==> config.mk <==
export PLATFORM = sky130hd
export DESIGN_NAME = divisor4_sequencer
export DESIGN_NICKNAME = d
export VERILOG_FILES = /design/src/rtl/divisor4_sequencer.sv
export SDC_FILE = /design/constraint.sdc
export NUM_CORES = 1
export LEC_CHECK = 0
export BUFFER_PORTS_ARGS = -buffer_cell sky130_fd_sc_hd__buf_2
export CAP_MARGIN = 20
export CORE_UTILIZATION = 45
export CTS_CLUSTER_SIZE = 40
export DETAILED_ROUTE_END_ITERATION = 12
export GPL_TIMING_DRIVEN = 0
export PLACE_DENSITY = 0.66
export SETUP_SLACK_MARGIN = 0.15
export SLEW_MARGIN = 20
export SYNTH_ARGS = -nofsm -noshare
export SYNTH_HDL_FRONTEND = slang
export SYNTH_SLANG_ARGS = --single-unit
==> constraint.sdc <==
create_clock -name clk -period 2.97 [get_ports clk]
set_clock_uncertainty 0.1 [all_clocks]
set_input_delay 0.7425 -clock clk [delete_from_list [all_inputs] [get_ports clk]]
set_output_delay 0.7425 -clock clk [all_outputs]
set_load 0.005 [all_outputs]
==> src/rtl/divisor4_sequencer.sv <==
// divisor4_sequencer: multi-cycle 4/4-bit restoring divider, one quotient bit per clock.
// Ports:
//   clk, rst_n            - clock (rising edge), asynchronous active-low reset
//   in_valid/in_ready     - operand handshake; a (dividend) and b (divisor) are sampled on accept
//   abort                 - cancels a calculation in progress; the previous result is kept
//   out_valid/out_ready   - result handshake; q/r/err are held while out_valid && !out_ready
//   q, r, err             - quotient, remainder, divide-by-zero flag (registered)
//   busy                  - high while calculating or holding an unconsumed result
module divisor4_sequencer #(
    parameter logic [3:0] ERR_Q = 4'hF
) (
    input  logic       clk,
    input  logic       rst_n,
    input  logic       in_valid,
    output logic       in_ready,
    input  logic [3:0] a,
    input  logic [3:0] b,
    input  logic       abort,
    output logic       out_valid,
    input  logic       out_ready,
    output logic [3:0] q,
    output logic [3:0] r,
    output logic       err,
    output logic       busy
);

    localparam int unsigned W = 4;

    typedef enum logic [1:0] {
        IDLE = 2'd0,
        CALC = 2'd1,
        DONE = 2'd2
    } state_t;

    state_t         state, state_nxt;
    logic [W-1:0]   dividend, dividend_nxt;
    logic [W-1:0]   divisor, divisor_nxt;
    logic [W-1:0]   quot, quot_nxt;
    // The partial remainder is always below the divisor, so only its low W bits are stored;
    // the shift/compare/subtract stage below still works at W+1 bits.
    logic [W-1:0]   rem, rem_nxt;
    logic [1:0]     cnt, cnt_nxt;
    logic [W-1:0]   q_nxt, r_nxt;
    logic           err_nxt;

    logic [W:0]     shifted;
    logic           ge;
    logic [W-1:0]   rem_step;
    logic [W-1:0]   quot_step;

    // Shared compare/subtract stage for the current quotient bit
    always_comb begin
        shifted   = {rem, dividend[cnt]};
        ge        = (shifted >= {1'b0, divisor});
        rem_step  = ge ? W'(shifted - {1'b0, divisor}) : shifted[W-1:0];
        quot_step = quot | (W'(ge) << cnt);
    end

    // Next-state and datapath update
    always_comb begin
        state_nxt    = state;
        dividend_nxt = dividend;
        divisor_nxt  = divisor;
        quot_nxt     = quot;
        rem_nxt      = rem;
        cnt_nxt      = cnt;
        q_nxt        = q;
        r_nxt        = r;
        err_nxt      = err;

        unique case (state)
            IDLE: begin
                if (in_valid) begin
                    dividend_nxt = a;
                    divisor_nxt  = b;
                    quot_nxt     = '0;
                    rem_nxt      = '0;
                    cnt_nxt      = 2'd3;
                    if (b == '0) begin
                        state_nxt = DONE;
                        q_nxt     = ERR_Q;
                        r_nxt     = a;
                        err_nxt   = 1'b1;
                    end else begin
                        state_nxt = CALC;
                    end
                end
            end
            CALC: begin
                if (abort) begin
                    // Discard partial work; last delivered result stays on q/r/err
                    state_nxt = IDLE;
                    quot_nxt  = '0;
                    rem_nxt   = '0;
                    cnt_nxt   = '0;
                end else begin
                    quot_nxt = quot_step;
                    rem_nxt  = rem_step;
                    if (cnt == 2'd0) begin
                        state_nxt = DONE;
                        q_nxt     = quot_step;
                        r_nxt     = rem_step;
                        err_nxt   = 1'b0;
                    end else begin
                        cnt_nxt = cnt - 2'd1;
                    end
                end
            end
            DONE: begin
                if (out_ready) begin
                    state_nxt = IDLE;
                end
            end
            default: begin
                state_nxt = IDLE;
            end
        endcase
    end

    // State, datapath and registered handshake flags
    always_ff @(posedge clk or negedge rst_n) begin
        if (!rst_n) begin
            state     <= IDLE;
            dividend  <= '0;
            divisor   <= '0;
            quot      <= '0;
            rem       <= '0;
            cnt       <= '0;
            q         <= '0;
            r         <= '0;
            err       <= 1'b0;
            in_ready  <= 1'b1;
            out_valid <= 1'b0;
            busy      <= 1'b0;
        end else begin
            state     <= state_nxt;
            dividend  <= dividend_nxt;
            divisor   <= divisor_nxt;
            quot      <= quot_nxt;
            rem       <= rem_nxt;
            cnt       <= cnt_nxt;
            q         <= q_nxt;
            r         <= r_nxt;
            err       <= err_nxt;
            in_ready  <= (state_nxt == IDLE);
            out_valid <= (state_nxt == DONE);
            busy      <= (state_nxt != IDLE);
        end
    end

endmodule
After elaboration in Yosys (flattened, before gate mapping)
Cells that the tools add are included.

Bits in registers: 32. Logic and storage cells: 69.

$add $sub $neg: 2. Order comparisons: 2. Eq/ne operators: 8. Shift operators: 1. Multiplexer cells: 33. Bitwise operators: 1. Reduce and logical (&&, ||, !) cells: 10.

Operators by type and width (number): 4-bit 2-to-1 mux (12); 4-bit one-hot mux with 2 select lines (4); 2-bit 2-to-1 mux (8); 2-bit inequality test (second input constant) (4); 2-bit zero test (3); 2-bit one-hot mux with 3 select lines (1); 5-bit by 4-bit greater-or-equal comparator with 1-bit output (1); 1-bit 2-to-1 mux (5); 5-bit AND reduction (1); 2-bit == test (second input constant) (2); 4-bit zero test (1); 4-bit bitwise OR (1); 2-bit one-hot mux with 2 select lines (1); 2-bit AND reduction (2); 2-bit nonzero test (2); 1-bit by 2-bit left shift with 4-bit output (1); 4-bit subtractor (1); 2-bit by 3-bit < comparator with 1-bit output (second input constant) (1); 3-bit inequality test (second input constant) (1); 3-bit AND reduction (1); 1-bit binary-select mux with 2-bit select (1); 2-bit by 1-bit == test with 1-bit output (second input constant) (1); 1-bit one-hot mux with 2 select lines (1); 2-bit by 1-bit subtractor with 2-bit output (second input constant) (1).

Longest topological paths before layout
Gate-level depths: netlist (run 1).

Word-level depth: 8. Gate-level depth with buffers: 9.

Least setup slack after synthesis (run 1)
Ideal clock, no wire load.

Kind: register to register. Start point: register cnt[0]. End point: register q[0]. Setup time: 0.126 ns. Data arrival time: 2.083 ns. Required time: 2.744 ns. Path slack: 0.661 ns. Cell stages (with the launch flop): 10. Buffers on the path: 1. Path through: dfrtp_1 -> mux4_2 -> inv_1 -> ha_1 -> nor2b_1 -> o21ai_1 -> and2_4 -> buf_6 -> and3_4 -> o32a_1.

Cells in the longest elaborated chain, start to end: 8. Elaborated cells between the ends (all ways): 11.

RTL lines: from (decl) (RTL line 42) `logic [1:0] cnt, cnt_nxt;`; from (signal assigned) (RTL line 141) `cnt <= cnt_nxt;`; 1-bit binary-select mux with 2-bit select (RTL line 53) `shifted = {rem, dividend[cnt]};`; 1-bit 2-to-1 mux (implied by the code) (RTL line 53); 5-bit by 4-bit greater-or-equal comparator with 1-bit output (RTL line 54) `ge = (shifted >= {1'b0, divisor});`; 1-bit by 2-bit left shift with 4-bit output (RTL line 56) `quot_step = quot | (W'(ge) << cnt);`; 4-bit bitwise OR (RTL line 56); 4-bit 2-to-1 mux (RTL line 99) `if (cnt == 2'd0) begin`; 4-bit 2-to-1 mux (RTL line 90) `if (abort) begin`; 4-bit one-hot mux with 2 select lines (RTL line 71) `unique case (state)`; to (signal assigned) (RTL line 142) `q <= q_nxt;`; to (decl) (RTL line 21) `output logic [3:0] q,`.

Parallel ways exist; a longest one is shown, timed or not. The select of a mux whose other input is x is not followed. A chain may end at the register's enable or synchronous reset.

Worst setup path in the final report (run 1)
Same ends and word-level chain as after synthesis.

==> qor.txt, run 1 <==
Clk sink count: 32
Net switching power: 0.815 mW
Die Wd: 60.7 µm
Hold_buf cts: 0
Crit path time final: 2.53 ns
CTS tree: done
Number of global-route vias before repair: 1177
Fmax: 0.395 GHz
Internal power: 1.25 mW
Resized Gates After CTS: 0
Die Span Y: 60.7 µm
Combinational Power Share: 0.521
Pin count of the biggest net entering global routing: 33
Cts bufs inserted: 5
FP Rows: 20
Synth Net Count: 165
Switching share of power: 0.395
Remaining Overflow, GRT: 0
Critical Path RT: 3.10 ns
Final instance area: 1790 µm²
NumNets Final: 196
Area leader, netlist: dfrtp_1
GRT Overall Usage: 0.218
Slew headroom: 0.452
Hold Crit Class: input port to async pin
DR pass1 iterations: 5
Asr flop ratio synth: 1.00
Clock Latency Late Sink: 0.34 ns
Kind of end point of the critical path: register
Reg power frac: 0.352
Yosys top cell area share: 0.500
Routed vias: 1220
Critical Path AT: 2.66 ns
Sequential element share of the synthesized area: 0.517
Number of synthesized register bits: 32
Final total power: 2.06 mW
Worst vdd ir: 0.498 mV
Path type of the worst setup path: register to register
Post-synth top flop: dfrtp_1
Cell area after synthesis: 1550 µm²
Yosys warning count: 0
Fin Setup TNS: 0 ns
Initial antenna violation count: 0
Synthesized instance count: 146
DP Wirelength: 2420 µm
P per Cell Area: 1160 nW/µm²
Placed Area: 1730 µm²
Hold Violations, Final: 0
Synth area leaders: dfrtp_1 (50%), nand2_1 (4.1%), ha_1 (4.0%)
Post-synthesis average cell area: 10.6 µm²
Clock-pin slew of the registers on the worst-case setup and hold paths: 0.10 ns
Initial Utilization: 0.492
Num ports: 25
Outcome: finished clean
Finish-stage setup viols: 0
Port Buffers: 24
Initial drt markers: 47
WL/cell: 15.2 µm
Slew Limit Fails: 0
CTS root buf: clkbuf_4
Core area: 3150 µm²
Max cap viols: 0
Final Cycle Share: 0.852
Die area: 3690 µm²
Via density: 5.50
DR DRC count: 0
Synth cell types: 41
Layout cells sized above 1: 0.281
Pleak: 0.834 nW
Number of flops mapped to enable cells by yosys: 0
Largest fanout on the critical path: 8
RePlAce Congestion: 0.806
H-tree depth: 2
RSZ-0062 raised after global routing: false
Worst setup SP type: register
Postcts setup bufs: 0
Global-route wire length before repair: 5660 µm
Max clock buf depth: 2
Antenna Nets Post-Route: 0
Clock power frac: 0.126
Number of diodes: 0
Worst-margin pin slew: 0.816 ns
Area Overhead vs Synth: 15.1%
WL final: 3370 µm
[cell families after synthesis]
group | share of synthesized area
xor+xnor | 0.00565
buf+inv | 0.0452
flops | 0.517
mux | 0.0734
fa+ha+maj | 0.0532
simple gates | 0.137
compound gates | 0.169
[synth_stat cells, drive strengths merged, types with 2 or more instances]
cell	n
nor2b	2
a21oi	9
nor2	7
nand2b	2
nor4	2
buf	3
dfrtp	31
ha	5
mux2	6
mux2i	2
nor3b	2
o21ai	15
nand3	3
nand2	17
a21boi	2
o22ai	2
a31oi	5
inv	12
o211ai	3
[worst max-delay path, stage by stage, from the launching register on]
cell     delay, ns
dfrtp_1       0.49
mux4_2        0.54
inv_1         0.09
ha_1          0.24
nor2b_1       0.13
o21ai_1       0.08
and2_4        0.15
buf_6         0.13
and3_4        0.18
o32a_1        0.29
[power by group through the flow]
stage          logic [mW]  registers (mW)  clock network (mW)
4_1_cts              1.07           0.730               0.267
5_1_grt              1.20           0.751               0.287
3_3_place_gp         1.03           0.730                   0
6_report             1.08           0.726               0.261
2_1_floorplan       0.793           0.721                   0
3_5_place_dp         1.06           0.739                   0
[path summary, 6_finish.rpt]
check                           startpoint         end  slack [ns]  cells past startpoint
worst min-delay path                 rst_n   out_valid        0.34                      1
worst min register to register         err         err        0.39                      2
worst max register to register      cnt[0]        q[0]        0.44                      9
worst max-delay path                cnt[0]        q[0]        0.44                      9
max in group asynchronous            rst_n  divisor[1]        1.98                      1
min in group clk                       err         err        0.39                      2
[layout by cell type, fill, tap and decap left out, drive strengths merged, types with 2 or more instances in the layout]
master	netlist	final
nor4	2	2
a31oi	5	5
o21ai	15	15
buf	3	27
nand2b	2	2
ha	5	5
mux2i	2	2
nor2b	2	2
o211ai	3	3
nand2	17	17
mux2	6	6
nand3	3	3
a21boi	2	2
o22ai	2	2
a21oi	9	9
dfrtp	31	31
inv	12	12
clkbuf	1	9
nor3b	2	2
nor2	7	7
[per-stage QoR]
step	cells	utilization	hold WS, ns	setup WS [ns]
finish	222	0.566	0.338	0.441
global route	222	0.566	0.404	0.292
floorplan	146	-	0.347	0.661
CTS	222	0.566	0.360	0.426
detailed placement	214	0.548	0.359	0.449
global placement	214	0.548	0.363	0.459
[routing by layer]
metal	track usage	vias to the layer above	routed length, µm
met5	0	-	0
met4	0.117	0	82
met3	0.0490	10	246
met2	0.295	48	1450
met1	0.324	581	1600
li1	-	581	-
[layout make-up]
| cell class | instances | area, µm² |
|---|---|---|
| sequential | 32 | 802 |
| inverter | 12 | 45.0 |
| tap | 44 | 55.1 |
| timing repair buffer | 24 | 120 |
| clock buffer | 8 | 58.8 |
| buffer | 4 | 25.0 |
| fill | 311 | 1370 |
| multi-input combinational | 98 | 679 |
[registers in the layout (all words and copies together) (netlist names)]
signal     count
divisor        4
busy           1
q              4
cnt            2
err            1
out_valid      1
in_ready       1
dividend       4
state          2
r              4
quot           4
rem            4
No activity file was read; power rests on OpenSTA's default activity.
==> run 2, diff against run 1 <==
==> constraint.sdc (replaced) <==
create_clock -name clk -period 2.7 [get_ports clk]
set_clock_uncertainty 0.1 [all_clocks]
set_input_delay 0.675 -clock clk [delete_from_list [all_inputs] [get_ports clk]]
set_output_delay 0.675 -clock clk [all_outputs]
set_load 0.1 [all_outputs]
==> qor.txt, run 2 (synthesis results as in run 1) <==
Critical Path RT: 2.83 ns
CP bufs+invs: 2
Slew Limit Fails: 0
Fin Setup TNS: 0 ns
Slew headroom: 0.466
H-tree depth: 2
Clock-pin slew of the registers on the worst-case setup and hold paths: 0.10 ns
GRT Overall Usage: 0.218
Placed Area: 1730 µm²
Die Span Y: 60.7 µm
Fmax: 0.406 GHz
Final instance area: 1810 µm²
Antenna Nets Post-Route: 0
CTS tree: done
Layout cells sized above 1: 0.300
Finish-stage setup viols: 0
Die Wd: 60.7 µm
Worst setup SP type: register
NumNets Final: 198
Path type of the worst setup path: register to register
Core area: 3150 µm²
CP max-delay cell: mux4_2
CP startpoint: cnt[0]
RSZ-0062 raised after global routing: false
Initial Utilization: 0.492
Worst path max stage delay: 0.51 ns
Number of global-route vias before repair: 1177
Min Hold Slack: 0.273 ns
Commonest non-fill, non-tap cells in the layout: dfrtp_1 (30), buf_2 (26), nand2_1 (17)
Fillers: 311
RePlAce Congestion: 0.806
Layout Utilization: 0.573
Critical Path End: q[0]
DR pass1 iterations: 4
Initial antenna violation count: 0
Clk sink count: 32
Area Overhead vs Synth: 16.5%
Crit. path cell count: 9
Num ports: 25
Remaining Overflow, GRT: 0
CP delay by family, top: multiplexers
Worst-margin pin slew: 0.796 ns
Hold_buf cts: 0
Outcome: finished clean
Clock Latency Late Sink: 0.34 ns
Port Buffers: 24
DR DRC count: 0
Number of diodes: 0
WL/cell: 15.4 µm
Final Cycle Share: 0.911
Pin count of the biggest net entering global routing: 33
Commonest non-fill, non-tap cell in the layout: dfrtp_1
Hold Crit Class: input port to async pin
Max cap viols: 0
Largest fanout on the critical path: 8
Hold Violations, Final: 0
FP Rows: 20
Die area: 3690 µm²
Max clock buf depth: 2
Worst R2R End: q[0]
Kind of end point of the critical path: register
DP Wirelength: 2420 µm
Global-route wire length before repair: 5660 µm
Cts bufs inserted: 5
RR Startpoint: cnt[0]
Worst-path cell chain: mux4_2, inv_1, ha_1, nor2b_1, o21ai_1, and2_4, buf_6, and3_4, o32a_1
Routed vias: 1235
CTS root buf: clkbuf_4
WL final: 3450 µm
Crit path time final: 2.46 ns
Cell count of the worst reg-to-reg path: 9
Critical Path AT: 2.59 ns
Via density: 5.51
Setup slack, reg-to-reg: 0.24 ns
Initial drt markers: 48
-- run 2: per-stage QoR --
stage / instances / setup WS, ns
4_1_cts: 222 / 0.156
5_1_grt: 224 / 0.142
6_report: 224 / 0.239
3_5_place_dp: 214 / 0.179
2_1_floorplan: 146 / 0.391
3_3_place_gp: 214 / 0.189
-- run 2: final cells by class --
cell class,count,area (µm²),area share
Buffer,4,25.0,0.0138
Sequential cell,32,803,0.444
Multi-Input combinational cell,98,686,0.379
Tap cell,44,55.1,0.0304
Inverter,12,45.0,0.0249
Clock buffer,8,58.8,0.0325
Timing Repair Buffer,26,135,0.0747
-- run 2: metal layers --
metal  share of wire  routed length (µm)  GRT usage
met5               0                   0          0
met4           0.027                  93      0.117
met3           0.060                 207     0.0490
met2            0.43                1490      0.295
met1            0.48                1660      0.324
-- run 2: timing repair --
item                       CTS  global route
buffers inserted             0             2
setup endpoints to repair    0             9
resized for setup            0             2
-- run 2: how the worst min path moves through the flow --
stage,startpoint,end,slack [ns]
floorplan,rst_n,busy,0.28
global placement,err,err,0.36
detailed placement,err,err,0.36
CTS,rst_n,out_valid,0.29
global route,rst_n,out_valid,0.33
finish,rst_n,out_valid,0.27
Power of run 2 is left out: the tool's default activity adds up to more than one toggle a clock period on the data nets, which glitch-free logic cannot reach.
